==> config.mk <==
export PLATFORM = sky130hd
export DESIGN_NAME = jar_pi_seq
export DESIGN_NICKNAME = d
export VERILOG_FILES = /design/src/rtl/jar_pi_seq.sv
export SDC_FILE = /design/constraint.sdc
export NUM_CORES = 1
export LEC_CHECK = 0
export CAP_MARGIN = 40
export CORE_ASPECT_RATIO = 0.9
export CORE_MARGIN = 2
export CORE_UTILIZATION = 58
export DETAILED_ROUTE_END_ITERATION = 7
export PLACE_DENSITY = 0.81
export SKIP_CTS_REPAIR_TIMING = 1
export SYNTH_ARGS = -nofsm -noshare
export SYNTH_HDL_FRONTEND = slang
export SYNTH_SLANG_ARGS = --single-unit
==> constraint.sdc <==
create_clock -name clk -period 6.12 [get_ports clk]
set_input_delay 1.224 -clock clk [delete_from_list [all_inputs] [get_ports clk]]
set_output_delay 1.224 -clock clk [all_outputs]
set_load 0.03 [all_outputs]
==> src/rtl/jar_pi_seq.sv <==
// Pi-digit display sequencer: fetches digits from an external registered ROM
// and presents each one for a programmable hold time, separated by blank gaps.
module jar_pi_seq #(
   parameter int unsigned HOLD_W  = 8,
   parameter int unsigned GAP_CYC = 1
) (
   input  logic              clk,
   input  logic              reset,
   input  logic              go,
   input  logic [8:0]        start_idx,
   input  logic [8:0]        run_len,
   input  logic [HOLD_W-1:0] hold,
   input  logic              loop_en,
   input  logic              pause,
   input  logic              abort,
   input  logic [3:0]        rom_hex,
   output logic [8:0]        rom_index,
   output logic [3:0]        digit_out,
   output logic              digit_valid,
   output logic              blank,
   output logic              busy,
   output logic              done
);

   typedef enum logic [2:0] {
      S_IDLE,
      S_FETCH,
      S_CAPTURE,
      S_SHOW,
      S_GAP,
      S_DONE
   } state_t;

   localparam logic [3:0] GAP_LAST = 4'(GAP_CYC - 1);

   state_t            state_q, state_d;
   logic [8:0]        start_q, start_d;
   logic [8:0]        len_q, len_d;
   logic [HOLD_W-1:0] hold_q, hold_d;
   logic [8:0]        remaining_q, remaining_d;
   logic [HOLD_W-1:0] hcnt_q, hcnt_d;
   logic [3:0]        gcnt_q, gcnt_d;
   logic [8:0]        rom_index_q, rom_index_d;
   logic [3:0]        digit_q, digit_d;
   logic              valid_q, blank_q, busy_q, done_q;

   always_comb begin
      state_d     = state_q;
      start_d     = start_q;
      len_d       = len_q;
      hold_d      = hold_q;
      remaining_d = remaining_q;
      hcnt_d      = hcnt_q;
      gcnt_d      = gcnt_q;
      rom_index_d = rom_index_q;
      digit_d     = digit_q;

      // abort outranks every transition and leaves address/digit untouched
      if (abort) begin
         state_d = S_IDLE;
      end else begin
         unique case (state_q)
            S_IDLE: begin
               if (go) begin
                  start_d     = start_idx;
                  len_d       = run_len;
                  hold_d      = hold;
                  rom_index_d = start_idx;
                  remaining_d = run_len;
                  state_d     = S_FETCH;
               end
            end
            S_FETCH: state_d = S_CAPTURE;
            S_CAPTURE: begin
               digit_d = rom_hex;
               hcnt_d  = '0;
               state_d = S_SHOW;
            end
            S_SHOW: begin
               if (!pause) begin
                  if (hcnt_q == hold_q) begin
                     if (remaining_q != '0) begin
                        remaining_d = remaining_q - 9'd1;
                        rom_index_d = rom_index_q + 9'd1;
                        gcnt_d      = '0;
                        state_d     = S_GAP;
                     end else begin
                        state_d = S_DONE;
                     end
                  end else begin
                     hcnt_d = hcnt_q + 1'b1;
                  end
               end
            end
            S_GAP: begin
               if (gcnt_q == GAP_LAST) begin
                  state_d = S_FETCH;
               end else begin
                  gcnt_d = gcnt_q + 4'd1;
               end
            end
            S_DONE: begin
               if (loop_en) begin
                  rom_index_d = start_q;
                  remaining_d = len_q;
                  state_d     = S_FETCH;
               end else begin
                  state_d = S_IDLE;
               end
            end
            default: state_d = S_IDLE;
         endcase
      end
   end

   // status flags are registered from the next state so they line up with state_q
   always_ff @(posedge clk) begin
      if (reset) begin
         state_q     <= S_IDLE;
         start_q     <= '0;
         len_q       <= '0;
         hold_q      <= '0;
         remaining_q <= '0;
         hcnt_q      <= '0;
         gcnt_q      <= '0;
         rom_index_q <= '0;
         digit_q     <= '0;
         valid_q     <= 1'b0;
         blank_q     <= 1'b1;
         busy_q      <= 1'b0;
         done_q      <= 1'b0;
      end else begin
         state_q     <= state_d;
         start_q     <= start_d;
         len_q       <= len_d;
         hold_q      <= hold_d;
         remaining_q <= remaining_d;
         hcnt_q      <= hcnt_d;
         gcnt_q      <= gcnt_d;
         rom_index_q <= rom_index_d;
         digit_q     <= digit_d;
         valid_q     <= (state_d == S_SHOW);
         blank_q     <= (state_d != S_SHOW);
         busy_q      <= (state_d != S_IDLE);
         done_q      <= (state_d == S_DONE);
      end
   end

   assign rom_index   = rom_index_q;
   assign digit_out   = digit_q;
   assign digit_valid = valid_q;
   assign blank       = blank_q;
   assign busy        = busy_q;
   assign done        = done_q;

endmodule

==> key figures <==
Floorplanning
  • Die area: 6380 um^2
  • Initial Utilization: 59.3%
  • Ports: 53
  • # rows: 26
  • Core Area: 5630 um^2
  • Die span in y: 76.0 um
  • Die Wd: 84.0 um

STA
  • # setup viols final: 0
  • RSZ-0062 raised after global routing: no
  • Sum Neg Setup Slack: 0 ns
  • Max Transition Viols Final: 0
  • Tcrit/Tclk final: 51.8%
  • Relative slew slack: 41.8%
  • Final Hold Fails: 0
  • Slew @ Worst Pin: 0.862 ns
  • Skew final: 0.00794 ns
  • Final worst path period need: 3.17 ns
  • F_max: 316 MHz

Route
  • DR pass1 iterations: 5
  • Initial DRC Count: 207
  • Avg WL per Cell: 15.3 um
  • Via count: 3113
  • Via density: 5.99
  • DRT antenna net count: 0
  • Post-Route WL: 7970 um
  • DRC: 0

Setup path
  • CP Buf/Inv Count: 2
  • CP Capture Type: register
  • Slowest stage cell, crit path: clkdlybuf4s50_1
  • Slowest Stage Delay on Critical Path: 0.53 ns
  • CP arrival: 3.44 ns
  • CP required: 6.39 ns
  • Critical Path Fanout Max: 26
  • Top delay family on crit path: simple AND/OR/NAND/NOR gates
  • Crit-path cells: clkdlybuf4s50_1 -> nor4b_1 -> nor3_1 -> or4_4 -> o21ai_4 -> buf_16 -> nor2_1 -> a211oi_2
  • Setup crit start kind: primary input
  • CP Class: in2reg

CTS
  • CTS sink cnt: 67
  • CTS Buffer Depth: 2
  • Worst-skew pair later-pin latency: 0.35 ns
  • Clock slew at reported path FFs: 0.07 ns
  • H-tree depth: 3
  • CTS tree: done
  • Root Buffer: clkbuf_8
  • Total CTS buffers: 9

Cells and area
  • Antenna Cells: 0
  • Layout net count: 487
  • Finished Layout Cells: 520
  • FILL cells: 433
  • Layout cells sized above 1: 9.11%
  • Area delta synth->final: 23.1%

Global routing
  • First-pass GRT wire length: 12900 um
  • Gr ovfl total: 0
  • Antenna violations before repair: 0
  • GRT Total Usage: 25.1%
  • Number of global-route vias before repair: 2823
  • Largest net degree at the start of global routing: 58

Synthesis
  • Synth top area share: 40.2%
  • Synth top cells by count: 67 x dfxtp_1, 65 x nand2_1, 51 x nor2_1
  • FF+latch count, synth: 67
  • Cell Area, Synth: 3340 um^2
  • Area leader, netlist: dfxtp_1
  • Dominant synthesized flop cell: dfxtp_1
  • Post-Syn Area per Cell: 8.30 um^2
  • Post-synthesis sequential area ratio: 40.2%
  • Synth Instances: 402
  • Syn Nets: 444
  • Number of enable flip-flop cells after synthesis: 0
  • Synth unique cells: 48
  • Most frequent cell after synthesis: dfxtp_1
  • Async set or reset register ratio after synthesis: 0%
  • Largest cells by area after synthesis: dfxtp_1 40%, nand2_1 7.3%, a21oi_1 6.0%, nor2_1 5.7%, a211oi_2 4.9%
  • Synth warn: 0

Placed design
  • Number of buffers added on ports: 52
  • GPL Wtd Cong: 0.874
  • Detail Placement HPWL: 5290 um
  • DP Cell Count: 504

Flow run
  • Max-cap viol count: 0

Outcome
  • Run status: finished, final reports clean

Min path
  • Worst min-delay path category: reg2reg

Power and ir drop
  • Pwr per Cell Area: 251 nW/um^2
  • VDD IR max: 0.194 mV
  • Pleak: 0.00149 uW
[kinds of logic (layout without fill, tap and decap cells)]
logic type               Yosys count  after routing  share of synthesized area (%)
buffers and inverters             33             81                           4.24
AO/OA/AOI/OAI                     98             98                           21.3
flip-flops                        67             67                           40.2
XOR/XNOR                          20             20                           5.25
multiplexers                       7              7                           2.14
adder cells (fa/ha/maj)            6              6                           2.25
AND/OR/NAND/NOR                  171            171                           24.6
[metrics by stage]
stage / setup slack [ns] / util (%) / total power [uW] / area [um^2] / hold slack [ns]
floorplan: 3.44 / - / 592 / 3340 / 0.436
global placement: 2.37 / 68.3 / 644 / 3840 / 0.441
detailed placement: 2.61 / 69.3 / 655 / 3900 / 0.447
CTS: 2.97 / 73.0 / 1040 / 4110 / 0.457
global route: 2.79 / 73.0 / 1070 / 4110 / 0.481
finish: 2.95 / 73.0 / 1030 / 4110 / 0.458
[worst min-delay path, cell delays in order, from the launching register on]
cell and delay, ns:
dfxtp_1 0.31, nand2_1 0.05, a21oi_1 0.05
[where the power goes]
group	internal, uW	switching [uW]
registers	457	21.7
logic	79.8	89.8
clock network	222	162
[final cells by class]
type | count | area, um^2 | area share, %
Clock buffer | 15 | 176 | 4.29
Clock inverter | 1 | 30.0 | 0.731
Tap cell | 70 | 87.6 | 2.13
Multi-Input combinational cell | 302 | 1860 | 45.2
Timing Repair Buffer | 57 | 588 | 14.3
Sequential cell | 67 | 1340 | 32.6
Inverter | 8 | 30.0 | 0.731
[per-layer routing]
layer	up-vias	GRT usage [%]	share of wire [%]
met2	100	41.9	49
met4	0	6.77	0.90
li1	1522	-	-
met5	-	0	0
met3	8	8.23	6.1
met1	1483	31.3	44
[final timing paths]
path	startpoint	endpoint	slack, ns	cells after the start
max reg2reg	hcnt_q[6]$_SDFFE_PP0P_	hcnt_q[6]$_SDFFE_PP0P_	3.46	6
max	go	rom_index[2]$_SDFFE_PP0P_	2.95	8
min reg2reg	len_q[4]$_SDFFE_PP0P_	len_q[4]$_SDFFE_PP0P_	0.46	2
min	len_q[4]$_SDFFE_PP0P_	len_q[4]$_SDFFE_PP0P_	0.46	2
[placed cells by master, fill, tap and decap left out, drive strengths merged, types with 2 or more instances in the layout]
cell and count:
xor2 12, nand4 2, a221oi 15, a311oi 2
xnor2 8, or4 6, a22oi 2, a21oi 40
and3b 2, or3 8, nand2 65, nand3 10
nor4b 3, buf 6, mux2i 6, dfxtp 67
nor3 2, nor2 51, nor4 7, a211oi 16
inv 8, clkdlybuf4s50 51, o21ai 13, a31oi 2
clkbuf 15, and3 4, nand2b 3, o211ai 2
and2 2, nand3b 2, ha 6
[flip-flops by register name, summed over array words and instances (netlist names), 3 cells and up]
signal and count:
hcnt_q 8, digit_out 4, remaining_q 9, state_q 3, gcnt_q 4, start_q 9
rom_index 9, hold_q 8, len_q 9
Note: power is estimated with default switching activity, not from simulation.
